==> src/rtl/data_mem_resp_pkg.sv <==
// -----------------------------------------------------------------------------
// data_mem_resp_pkg
// Shared constants and the store-buffer entry type used by the data-memory
// response block, its core-side interface and its store-buffer FIFO.
//   ADDR_W     : word-address width presented to the data SRAM
//   LANES      : byte lanes per word
//   DATA_W     : word width
//   sb_entry_t : one buffered store {addr, mask, data}
// -----------------------------------------------------------------------------
package data_mem_resp_pkg;

  localparam int ADDR_W = 8;
  localparam int LANES  = 4;
  localparam int DATA_W = 8 * LANES;

  typedef struct packed {
    logic [ADDR_W-1:0] addr;
    logic [LANES-1:0]  mask;
    logic [DATA_W-1:0] data;
  } sb_entry_t;

endpackage

==> src/rtl/data_mem_resp_if.sv <==
// -----------------------------------------------------------------------------
// data_mem_resp_if
// Core-side load/store bus of the data-memory response block.
//   load_req   : per-lane load request, nonzero = load this cycle
//   store_req  : per-lane store request, nonzero = store this cycle
//   addr       : word address (low ADDR_W bits used)
//   store_data : lane-aligned store data
//   load_data  : load result, valid the cycle after load_req
// master = core side, slave = data_mem_resp.
// -----------------------------------------------------------------------------
interface data_mem_resp_if;
  import data_mem_resp_pkg::*;

  logic [LANES-1:0]  load_req;
  logic [LANES-1:0]  store_req;
  logic [31:0]       addr;
  logic [DATA_W-1:0] store_data;
  logic [DATA_W-1:0] load_data;

  modport master (
    output load_req, store_req, addr, store_data,
    input  load_data
  );

  modport slave (
    input  load_req, store_req, addr, store_data,
    output load_data
  );

endinterface

==> src/rtl/data_mem_resp_sb_fifo.sv <==
// -----------------------------------------------------------------------------
// sb_fifo
// Two-entry store-buffer FIFO. Both entries are visible so the parent can do
// a forwarding lookup against every buffered store.
//   clk, rst : clock, synchronous active-high reset (clears occupancy only)
//   i_push   : enqueue i_entry (accepted when not full or when popping)
//   i_entry  : entry to enqueue
//   i_pop    : dequeue the oldest entry (ignored when empty)
//   o_head   : oldest entry
//   o_tail   : second (younger) entry
//   o_valid  : per-entry valid, [0]=head, [1]=tail
//   o_empty  : no entries held
// -----------------------------------------------------------------------------
module sb_fifo
  import data_mem_resp_pkg::*;
#(
  parameter int DEPTH = 2
) (
  input  logic      clk,
  input  logic      rst,
  input  logic      i_push,
  input  sb_entry_t i_entry,
  input  logic      i_pop,
  output sb_entry_t o_head,
  output sb_entry_t o_tail,
  output logic [1:0] o_valid,
  output logic      o_empty
);

  localparam int CNT_W = $clog2(DEPTH + 1);

  logic [CNT_W-1:0] r_count;
  sb_entry_t        r_ent0;
  sb_entry_t        r_ent1;
  logic             w_full;
  logic             w_pop_ok;
  logic             w_push_ok;

  assign w_full    = (r_count == CNT_W'(DEPTH));
  assign w_pop_ok  = i_pop && (r_count != '0);
  // A push into a full buffer is legal only when the head leaves the same cycle.
  assign w_push_ok = i_push && (!w_full || w_pop_ok);

  always_ff @(posedge clk) begin
    if (rst) begin
      r_count <= '0;
    end else begin
      r_count <= r_count + CNT_W'(w_push_ok) - CNT_W'(w_pop_ok);
    end
  end

  // Entry storage is validated by r_count, so it carries no reset.
  always_ff @(posedge clk) begin
    if (w_pop_ok) begin
      r_ent0 <= (w_push_ok && r_count == CNT_W'(1)) ? i_entry : r_ent1;
      if (w_push_ok && w_full) begin
        r_ent1 <= i_entry;
      end
    end else if (w_push_ok) begin
      if (r_count == '0) begin
        r_ent0 <= i_entry;
      end else begin
        r_ent1 <= i_entry;
      end
    end
  end

  assign o_head     = r_ent0;
  assign o_tail     = r_ent1;
  assign o_valid[0] = (r_count != '0);
  assign o_valid[1] = w_full;
  assign o_empty    = (r_count == '0);

endmodule

==> src/rtl/data_mem_resp.sv <==
// -----------------------------------------------------------------------------
// data_mem_resp
// Data-memory front end between the core and an external single-port SRAM.
// Stores are absorbed by a 2-entry store buffer and drained in cycles without
// a load; loads go straight to the SRAM and have buffered bytes forwarded.
//   clk, rst   : clock, synchronous active-high reset
//   bus        : core load/store bus (slave modport)
//   sram_cen   : SRAM chip enable, active-low
//   sram_wen   : SRAM per-lane write enable, active-low
//   sram_a     : SRAM word address
//   sram_d     : SRAM write data
//   sram_q     : SRAM read data, one-cycle latency
//   sb_empty   : store buffer empty (SRAM coherent)
//   err        : sticky flag, load and store requested in the same cycle
// -----------------------------------------------------------------------------
module data_mem_resp
  import data_mem_resp_pkg::*;
#(
  parameter int ADDR_W   = data_mem_resp_pkg::ADDR_W,
  parameter int SB_DEPTH = 2
) (
  input  logic               clk,
  input  logic               rst,
  data_mem_resp_if.slave     bus,
  output logic               sram_cen,
  output logic [LANES-1:0]   sram_wen,
  output logic [ADDR_W-1:0]  sram_a,
  output logic [DATA_W-1:0]  sram_d,
  input  logic [DATA_W-1:0]  sram_q,
  output logic               sb_empty,
  output logic               err
);

  function automatic logic [DATA_W-1:0] merge_lanes(input logic [DATA_W-1:0] q,
                                                    input logic [DATA_W-1:0] fd,
                                                    input logic [LANES-1:0]  fm);
    logic [DATA_W-1:0] r;
    for (int l = 0; l < LANES; l++) begin
      r[8*l +: 8] = fm[l] ? fd[8*l +: 8] : q[8*l +: 8];
    end
    return r;
  endfunction

  logic              w_ld;
  logic              w_st;
  logic              w_push;
  logic              w_drain;
  logic              w_empty;
  logic [1:0]        w_valid;
  logic [ADDR_W-1:0] w_ld_addr;
  logic              w_unused_addr;
  sb_entry_t         w_new;
  sb_entry_t         w_head;
  sb_entry_t         w_tail;
  logic [LANES-1:0]  w_fwd_mask;
  logic [DATA_W-1:0] w_fwd_data;
  logic [DATA_W-1:0] w_merged;

  logic              r_ld_vld_p1;
  logic [LANES-1:0]  r_fwd_mask_p1;
  logic [DATA_W-1:0] r_fwd_data_p1;
  logic [DATA_W-1:0] r_load_data;
  logic              r_err;

  // ---- Stage p0: request decode, store-buffer push/drain, SRAM command ----
  assign w_ld          = (bus.load_req != '0) && !rst;
  assign w_st          = (bus.store_req != '0) && !rst;
  // A store alongside a load is dropped; the load always wins.
  assign w_push        = w_st && !w_ld;
  assign w_drain       = !w_ld && !w_empty && !rst;
  assign w_ld_addr     = bus.addr[ADDR_W-1:0];
  assign w_unused_addr = ^bus.addr[31:ADDR_W];
  assign w_new         = '{addr: w_ld_addr, mask: bus.store_req, data: bus.store_data};

  sb_fifo #(.DEPTH(SB_DEPTH)) u_sb_fifo (
    .clk     (clk),
    .rst     (rst),
    .i_push  (w_push),
    .i_entry (w_new),
    .i_pop   (w_drain),
    .o_head  (w_head),
    .o_tail  (w_tail),
    .o_valid (w_valid),
    .o_empty (w_empty)
  );

  always_comb begin
    sram_cen = 1'b1;
    sram_wen = '1;
    sram_a   = '0;
    sram_d   = '0;
    if (w_ld) begin
      sram_cen = 1'b0;
      sram_a   = w_ld_addr;
    end else if (w_drain) begin
      sram_cen = 1'b0;
      sram_wen = ~w_head.mask;
      sram_a   = w_head.addr;
      sram_d   = w_head.data;
    end
  end

  // The tail is younger than the head, so it is checked first per lane.
  always_comb begin
    w_fwd_mask = '0;
    w_fwd_data = '0;
    for (int l = 0; l < LANES; l++) begin
      if (w_valid[1] && w_tail.addr == w_ld_addr && w_tail.mask[l]) begin
        w_fwd_mask[l]       = 1'b1;
        w_fwd_data[8*l +: 8] = w_tail.data[8*l +: 8];
      end else if (w_valid[0] && w_head.addr == w_ld_addr && w_head.mask[l]) begin
        w_fwd_mask[l]       = 1'b1;
        w_fwd_data[8*l +: 8] = w_head.data[8*l +: 8];
      end
    end
  end

  // ---- Stage p1: SRAM data returns, forwarded lanes override ----
  always_ff @(posedge clk) begin
    if (rst) begin
      r_ld_vld_p1   <= 1'b0;
      r_fwd_mask_p1 <= '0;
      r_fwd_data_p1 <= '0;
      r_load_data   <= '0;
      r_err         <= 1'b0;
    end else begin
      r_ld_vld_p1 <= w_ld;
      if (w_ld) begin
        r_fwd_mask_p1 <= w_fwd_mask;
        r_fwd_data_p1 <= w_fwd_data;
      end
      if (r_ld_vld_p1) begin
        r_load_data <= w_merged;
      end
      if (w_st && w_ld) begin
        r_err <= 1'b1;
      end
    end
  end

  assign w_merged      = merge_lanes(sram_q, r_fwd_data_p1, r_fwd_mask_p1);
  assign bus.load_data = r_ld_vld_p1 ? w_merged : r_load_data;
  assign sb_empty      = w_empty || rst;
  assign err           = r_err;

endmodule

==> src/flat_wrapper.sv <==
// flat-port wrapper written by rule: the top's interface ports become plain ports
module data_mem_resp_flat import data_mem_resp_pkg::*;
#(
  parameter int ADDR_W   = data_mem_resp_pkg::ADDR_W,
  parameter int SB_DEPTH = 2
)
  (clk, rst, sram_cen, sram_wen, sram_a, sram_d, sram_q, sb_empty, err, bus_load_req, bus_store_req, bus_addr, bus_store_data, bus_load_data);
  data_mem_resp_if bus_i ();
  input  logic clk;
  input  logic rst;
  output logic sram_cen;
  output logic [LANES-1:0] sram_wen;
  output logic [ADDR_W-1:0] sram_a;
  output logic [DATA_W-1:0] sram_d;
  input  logic [DATA_W-1:0] sram_q;
  output logic sb_empty;
  output logic err;
  input wire logic [$bits(bus_i.load_req)-1:0] bus_load_req;
  input wire logic [$bits(bus_i.store_req)-1:0] bus_store_req;
  input wire logic [$bits(bus_i.addr)-1:0] bus_addr;
  input wire logic [$bits(bus_i.store_data)-1:0] bus_store_data;
  output wire logic [$bits(bus_i.load_data)-1:0] bus_load_data;
  assign bus_i.load_req = bus_load_req;
  assign bus_i.store_req = bus_store_req;
  assign bus_i.addr = bus_addr;
  assign bus_i.store_data = bus_store_data;
  assign bus_load_data = bus_i.load_data;
  data_mem_resp #(.ADDR_W(ADDR_W), .SB_DEPTH(SB_DEPTH)) u_core (.clk(clk), .rst(rst), .bus(bus_i), .sram_cen(sram_cen), .sram_wen(sram_wen), .sram_a(sram_a), .sram_d(sram_d), .sram_q(sram_q), .sb_empty(sb_empty), .err(err));
endmodule
==> config.mk <==
export PLATFORM = sky130hd
export DESIGN_NAME = data_mem_resp_flat
export DESIGN_NICKNAME = d
export VERILOG_FILES = /design/src/rtl/data_mem_resp_pkg.sv /design/src/rtl/data_mem_resp_if.sv /design/src/rtl/data_mem_resp_sb_fifo.sv /design/src/rtl/data_mem_resp.sv /design/src/flat_wrapper.sv
export SDC_FILE = /design/constraint.sdc
export NUM_CORES = 1
export LEC_CHECK = 0
export BUFFER_PORTS_ARGS = -buffer_cell sky130_fd_sc_hd__buf_2
export CAP_MARGIN = 20
export CORE_MARGIN = 2
export CORE_UTILIZATION = 30
export CTS_CLUSTER_SIZE = 30
export DETAILED_ROUTE_END_ITERATION = 8
export PLACE_DENSITY = 0.6
export SYNTH_ARGS = -nofsm -noshare
export SYNTH_HDL_FRONTEND = slang
export SYNTH_HIERARCHICAL = 1
export SYNTH_SLANG_ARGS = --single-unit
export TNS_END_PERCENT = 30
==> constraint.sdc <==
create_clock -name clk -period 6.55 [get_ports clk]
set_input_delay 0.3275 -clock clk [delete_from_list [all_inputs] [get_ports clk]]
set_output_delay 0.3275 -clock clk [all_outputs]
set_load 0.03 [all_outputs]
# Word-level counts from Yosys, hierarchy flattened
# Index checks and enable logic that the tools add are counted.
# word_totals
elab_cells	92
out_inout_bits	79
ff_bits	160
in_bits	106
# op_classes
addsub	2
n_eq_ne	6
n_mux	37
n_reduce_logical	34
bitwise	1
# ops
op	n
44-bit two-way mux	8
8-bit two-way mux	14
32-bit two-way mux	3
1-bit logical AND	20
8-bit == test	2
1-bit two-way mux	10
4-bit two-way mux	2
4-bit nonzero test	2
2-bit nonzero test	3
1-bit zero test	4
4-bit inverter	1
3-bit AND reduction	1
2-bit by 1-bit adder with 2-bit output	1
2-bit by 1-bit == test with 1-bit output, second input constant	1
2-bit == test, second input constant	1
2-bit zero test	1
1-bit logical OR	2
2-bit by 1-bit inequality test with 1-bit output, second input constant	1
2-bit inequality test, second input constant	1
2-bit AND reduction	1
2-bit by 1-bit subtractor with 2-bit output	1

# Logic depth before layout (Yosys ltp)
# Gate-level depths: netlist of the first run.
# logic_depth
ltp_word	11
mapped_depth	10

# Cells and area by module
# The synthesis of the first run kept the hierarchy.
# modules_own_cells
mod	instances	area_per_inst_um2	cells_each
data_mem_resp	1	3553.4	430
sb_fifo	1	3383.2	160

# Worst setup path after synthesis of the first run
# No wires, ideal clock.
# synth_path
path_kind	input to register
startpoint	input port bus_load_req[3]
endpoint	register u_core.u_sb_fifo.r_ent1 (netlist bit u_core/u_sb_fifo/o_tail[0]), enable pin
path_stages	8
required_ns	6.038
setup_ns	0.512
path_slack_ns	0.868
n_path_buf	2
t_arrival_ns	5.170
cell_sequence	or4_1 buf_2 nor2_2 buf_2 and2_1 o21ai_0 ha_1 a211oi_1
# synth_lines
item	line	rtl
from (decl)	flat_wrapper.sv:18	input wire logic [$bits(bus_i.load_req)-1:0] bus_load_req;
4-bit nonzero test (*)	data_mem_resp.sv:66	assign w_ld = (bus.load_req != '0) && !rst;
1-bit logical AND (*)	data_mem_resp.sv:66	
1-bit zero test (*)	data_mem_resp.sv:69	assign w_push = w_st && !w_ld;
1-bit logical AND (*)	data_mem_resp.sv:69	
via u_core.w_push	data_mem_resp.sv:46	logic w_push;
1-bit logical AND (*)	data_mem_resp_sb_fifo.sv:42	assign w_push_ok = i_push && (!w_full || w_pop_ok);
1-bit logical AND	data_mem_resp_sb_fifo.sv:56	if (w_push_ok && w_full) begin
2-bit by 1-bit inequality test with 1-bit output (no line)	--	
3-bit AND reduction (no line) (*)	--	
to (signal assigned)	data_mem_resp_sb_fifo.sv:57	r_ent1 <= i_entry;
to (signal assigned)	data_mem_resp_sb_fifo.sv:63	r_ent1 <= i_entry;
to (decl)	data_mem_resp_sb_fifo.sv:34	sb_entry_t r_ent1;
# The timed path passes the listed nets; every way through them passes the cells marked *.
# A chain may end at the register's enable or synchronous reset.

# Worst setup path after layout of the first run
# layout_path
startpoint	input port bus_load_req[3]
endpoint	register u_core.u_sb_fifo.r_ent0 (netlist bit u_core/u_sb_fifo/o_head[40]), data pin
# layout_lines
item	line	rtl
4-bit nonzero test	data_mem_resp.sv:66	
1-bit logical AND	data_mem_resp.sv:66	
1-bit zero test	data_mem_resp.sv:69	
1-bit logical AND	data_mem_resp.sv:69	
via u_core.w_push	data_mem_resp.sv:46	
1-bit logical AND	data_mem_resp_sb_fifo.sv:42	
1-bit logical AND	data_mem_resp_sb_fifo.sv:55	r_ent0 <= (w_push_ok && r_count == CNT_W'(1)) ? i_entry : r_ent1;
44-bit two-way mux	data_mem_resp_sb_fifo.sv:55	
44-bit two-way mux	data_mem_resp_sb_fifo.sv:54	if (w_pop_ok) begin
to (signal assigned)	data_mem_resp_sb_fifo.sv:55	
to (signal assigned)	data_mem_resp_sb_fifo.sv:61	r_ent0 <= i_entry;
to (decl)	data_mem_resp_sb_fifo.sv:33	sb_entry_t r_ent0;
# The timed path passes the listed nets, and every way through them passes these cells.

==> results of run 1 <==
-- state kept, by name, indices dropped and copies added, names as in the netlist --
| signal | cells |
|---|---|
| u_core/err | 1 |
| u_core/r_fwd_data_p1 | 32 |
| u_core/r_fwd_mask_p1 | 4 |
| u_core/r_ld_vld_p1 | 1 |
| u_core/r_load_data | 32 |
| u_core/u_sb_fifo/o_head | 44 |
| u_core/u_sb_fifo/o_tail | 44 |
| u_core/u_sb_fifo/r_count | 2 |
-- cell families after synthesis --
group           count (synthesis)  synth area share, %
fa+ha+maj                       2                0.361
simple gates                  148                 11.9
mux                            77                 11.9
xor+xnor                       16                 2.02
compound gates                118                 10.6
buf+inv                        69                 4.36
flops                         160                 58.9
-- final timing paths --
| check | from | slack, ns | to | cells past startpoint |
|---|---|---|---|---|
| worst max-delay path | bus_load_req[3] | 2.56 | u_core/u_sb_fifo/o_head[40] | 9 |
| worst min-delay path | bus_store_data[21] | 0.09 | u_core/u_sb_fifo/o_tail[21] | 1 |
| worst max register to register | u_core/u_sb_fifo/r_count[1] | 3.21 | u_core/u_sb_fifo/o_head[3] | 7 |
| worst min register to register | u_core/err | 0.46 | u_core/err | 2 |
-- cell type report --
class                           instances  area, sq um
Tap cell                              285          357
Timing Repair Buffer                  171          883
Clock inverter                         10          110
Clock buffer                           22          465
Sequential cell                       160         4090
Fill cell                            2217        14000
Inverter                               35          131
Multi-Input combinational cell        361         2570
-- cell usage in the layout, fill, tap and decap left out, drive strengths merged, types with 2 or more instances in the layout --
| master | Yosys | routed |
|---|---|---|
| a21oi | 33 | 33 |
| a22o | 8 | 8 |
| a22oi | 33 | 33 |
| a31oi | 4 | 4 |
| and2 | 3 | 3 |
| buf | 17 | 171 |
| bufinv | 0 | 2 |
| clkbuf | 17 | 22 |
| clkinv | 0 | 4 |
| clkinvlp | 0 | 2 |
| dfxtp | 72 | 72 |
| edfxtp | 88 | 88 |
| ha | 2 | 2 |
| inv | 35 | 37 |
| mux2 | 45 | 45 |
| mux2i | 32 | 32 |
| nand2 | 10 | 10 |
| nand2b | 3 | 3 |
| nand3 | 6 | 6 |
| nand4 | 10 | 10 |
| nor2 | 37 | 37 |
| nor2b | 36 | 36 |
| nor3 | 32 | 32 |
| nor4 | 5 | 5 |
| o21ai | 35 | 35 |
| o21bai | 4 | 4 |
| or4 | 2 | 2 |
| xnor2 | 14 | 14 |
| xor2 | 2 | 2 |
-- synth_stat cells (5+ instances only) --
cell,n
mux2i_1,32
clkbuf_1,17
o21ai_1,11
a22o_1,8
nor2b_1,35
nand2_1,10
inv_1,35
nand3_1,6
edfxtp_1,88
dfxtp_1,72
xnor2_1,14
mux2_2,45
nand4_1,9
buf_2,5
nor3_1,32
nor2_1,36
a21oi_1,33
a22oi_1,33
buf_1,6
o21ai_0,23
-- stage by stage --
step | instance area, sq um | worst slack (ns) | hold slack [ns]
CTS | 8590 | 2.54 | 0.0616
global placement | 8010 | 2.04 | 0.449
finish | 8600 | 2.56 | 0.0863
global route | 8600 | 2.36 | 0.0593
detailed placement | 8010 | 2.09 | 0.459
floorplan | 6940 | 0.868 | 0.399
-- metal layers --
metal | vias up | global-route usage, % | wire, microns
li1 | 2456 | - | -
met1 | 2470 | 20.4 | 8680
met2 | 120 | 25.0 | 8900
met3 | 20 | 3.94 | 866
met4 | 2 | 4.54 | 228
met5 | - | 0 | 13
-- critical path, stage by stage --
cell and delay [ns]:
buf_2 0.09, or4_2 0.64, buf_4 0.33, nor2_4 0.82
and2_1 0.35, nor2b_4 0.07, o21ai_4 0.60, buf_4 0.50
mux2_2 0.38
-- where the power goes --
group	switching, mW	leakage, nW	total, mW	internal (mW)
logic	0.122	1.62	0.196	0.0740
registers	0.0103	1.38	1.09	1.08
clock network	0.398	0.280	0.980	0.583
total	0.530	3.29	2.26	1.73
==> out/results.ini, run 1 <==
[critical_path]
crit_path_end_kind = flop
cp_max_fo = 44
cp.required_ns = 6.72
crit_path_start_kind = input port
crit_arrival_ns = 4.16
worstSetupPathType = input port to flop

[floorplanning]
start_util_pct = 30.6
dieArea_sq_um = 24400
die_h_microns = 156
die_w_microns = 156
row_count = 55
core_sq_um = 22600
pin_count = 185

[sta]
fmax_mhz = 250
period_minus_slack_ns = 3.99
rsz0062_at_grt = no
slew_headroom_pct = 34.2
report.final.hold_viol_count = 0
slew_violations = 0
fin_tns_setup_ns = 0
skew_ns = 0.00947
tightest_slew_ns = 0.984
finalCritPeriodShare_pct = 61.0
setup_violations = 0

[yosys]
async_flop_share_pct = 0
synth_top_area_share_pct = 38.1
synth.net_count = 698
yosysWarnings = 6
ys_seq_area_share_pct = 58.9
synth-main-ff-cell = edfxtp_1
synth_cell_type_count = 41
synthCells = 590
yosys_register_bits = 160
synth_edf_count = 88
yosys.area.top_type = edfxtp_1
syn_avg_cell_area_sq_um = 11.8
synth_area_leaders = edfxtp_1 (38%), dfxtp_1 (21%), mux2_2 (7.3%)
syn-cell-area_sq_um = 6940

[cts]
numCtsBuffers = 17
tritoncts = yes
cts_resized = 0
ctsLongestPathBuffers = 2
cts_root_buf = clkbuf_16
cts.clk_slew.worst_paths_ns = 0.07
htree_levels = 4
worstSkewPairLatency_ns = 0.43
cts_hold_buf = 0
cts.sinks = 160
post_cts_buffers = 0

[grt]
grt_pass1_vias = 4901
grt_pass1_wl_microns = 28000
grt_overflow = 0
grt_max_degree = 45
grt.total_usage_pct = 15.4
antenna_found_initial = 1

[final_layout]
final_cell_count_no_fill = 1044
drive_gt1_share_pct = 34.1
area_delta_synth_final_pct = 24.0
final_util_pct = 38.0
nNetsFinal = 854
num_antenna_cells = 0

[placed_design]
io_buffers = 160
dp_cells = 1010
dp_hpwl_microns = 12500
place.gp.congestion = 0.735

[pwr]
powerDensity_nw_per_um2 = 263
power.total_mw = 2.26
leakagePower_nw = 3.29
irDropWorstVdd_uv = 154

[drt]
vias = 5068
ant_nets = 0
drtPass1Iterations = 4
routed_via_density = 4.85
drtIter0Drc = 295
routed_wl_microns = 18700
wl_per_cell_microns = 17.9
drc = 0

[worst_hold_path]
hp-class = input port to flop

[flow_run]
max_cap_violations = 0

[run_status]
status = complete, no violations

Power figures use the tool's default switching activity.
==> run 2, diff against run 1 <==
==> constraint.sdc (replaced) <==
create_clock -name clk -period 4 [get_ports clk]
set_input_delay 0.2 -clock clk [delete_from_list [all_inputs] [get_ports clk]]
set_output_delay 0.2 -clock clk [all_outputs]
set_load 0.03 [all_outputs]
==> out/results.ini, run 2 (synthesis gave the netlist of run 1 again) <==
[critical_path]
crit_path_start_kind = flop
worstSetupPathType = flop to flop
cp.required_ns = 4.06
crit_arrival_ns = 3.02
cp_max_fo = 36
crit_path_end_kind = flop

[floorplanning]
pin_count = 185
row_count = 55
die_h_microns = 156
die_w_microns = 156
core_sq_um = 22600
dieArea_sq_um = 24400
start_util_pct = 30.6

[cts]
tritoncts = yes
worstSkewPairLatency_ns = 0.42
cts_resized = 0
cts.clk_slew.worst_paths_ns = 0.07
numCtsBuffers = 17
cts_root_buf = clkbuf_16
htree_levels = 4
cts.sinks = 160
post_cts_buffers = 0
ctsLongestPathBuffers = 2

[sta]
tightest_slew_ns = 1.02
setup_violations = 0
finalCritPeriodShare_pct = 74.0
slew_headroom_pct = 31.6
slew_violations = 0
report.final.hold_viol_count = 0
skew_ns = 0.0106
rsz0062_at_grt = no
whs_ns = 0.0279
fmax_mhz = 338
fin_tns_setup_ns = 0
period_minus_slack_ns = 2.96

[run_status]
status = complete, no violations

[final_layout]
num_antenna_cells = 0
area_delta_synth_final_pct = 29.9
nNetsFinal = 893
layout_common_cells = buf_2 (160), edfxtp_1 (88), dfxtp_1 (71)
layout.cells.most_common = buf_2
final_cell_count_no_fill = 1083
final_util_pct = 39.8
drive_gt1_share_pct = 33.3

[drt]
drtPass1Iterations = 5
routed_wl_microns = 19200
ant_nets = 0
drtIter0Drc = 319
drc = 0
routed_via_density = 4.73
wl_per_cell_microns = 17.7
vias = 5122

[flow_run]
max_cap_violations = 0

[grt]
antenna_found_initial = 0
grt.total_usage_pct = 15.9
grt_pass1_wl_microns = 29200
grt_pass1_vias = 5147
grt_overflow = 0
grt_max_degree = 38

[worst_hold_path]
hp-class = input port to flop

[placed_design]
io_buffers = 160
place.gp.congestion = 0.769
dp_cells = 1014
dp_hpwl_microns = 12700

[pwr]
powerDensity_nw_per_um2 = 415
irDropWorstVdd_uv = 235
power.total_mw = 3.74
leakagePower_nw = 3.45

## run 2: critical path: stages, from the launching register on
cell and delay, ns:
dfxtp_1 0.47, nor2_1 0.17, or2_2 0.31, nor2_1 0.40
o21ai_0 0.27, ha_1 0.28, a211oi_4 0.17, buf_4 0.52
## run 2: path summary, 6_finish.rpt
path	startpoint	endpoint	slack, ns	depth (start not counted)
max	u_core/u_sb_fifo/r_count[1]	u_core/u_sb_fifo/o_tail[17]	1.04	7
min	bus_addr[1]	u_core/u_sb_fifo/o_tail[37]	0.03	1
max reg2reg	u_core/u_sb_fifo/r_count[1]	u_core/u_sb_fifo/o_tail[17]	1.04	7
min reg2reg	u_core/err	u_core/err	0.48	2
## run 2: timing repair
action | 4_1_cts | 5_1_grt
setup endpoints to repair | 0 | 0
endpoints found under the hold margin | 36 | 0
hold buffers | 36 | 0
## run 2: final cells by class
type	count	area, sq um
tap	285	357
timing repair buffer	210	1290
clock inverter	15	150
sequential	160	4090
multi-input combinational	361	2570
inverter	35	131
fill	2204	13600
clock buffer	17	425
## run 2: per-stage QoR
| stage | setup slack, ns | area, sq um |
|---|---|---|
| 2_1_floorplan | 0.583 | 6950 |
| 3_3_place_gp | 0.762 | 8050 |
| 3_5_place_dp | 0.729 | 8070 |
| 4_1_cts | 1.02 | 9000 |
| 5_1_grt | 0.872 | 9010 |
| 6_report | 1.04 | 9010 |
## run 2: layer usage
metal / wire length, microns / track usage, % / vias up
li1: - / - / 2542
met1: 8740 / 20.2 / 2420
met2: 9380 / 27.3 / 145
met3: 850 / 3.36 / 15
met4: 221 / 4.98 / 0
met5: 0 / 0 / -
## run 2: power by group
group          internal [mW]  switching (mW)  total [mW]  leakage, nW
sequential              1.76          0.0172        1.78         1.38
clock                  0.875           0.729        1.60        0.269
combinational          0.147           0.206       0.352         1.80
total                   2.78           0.952        3.74         3.45
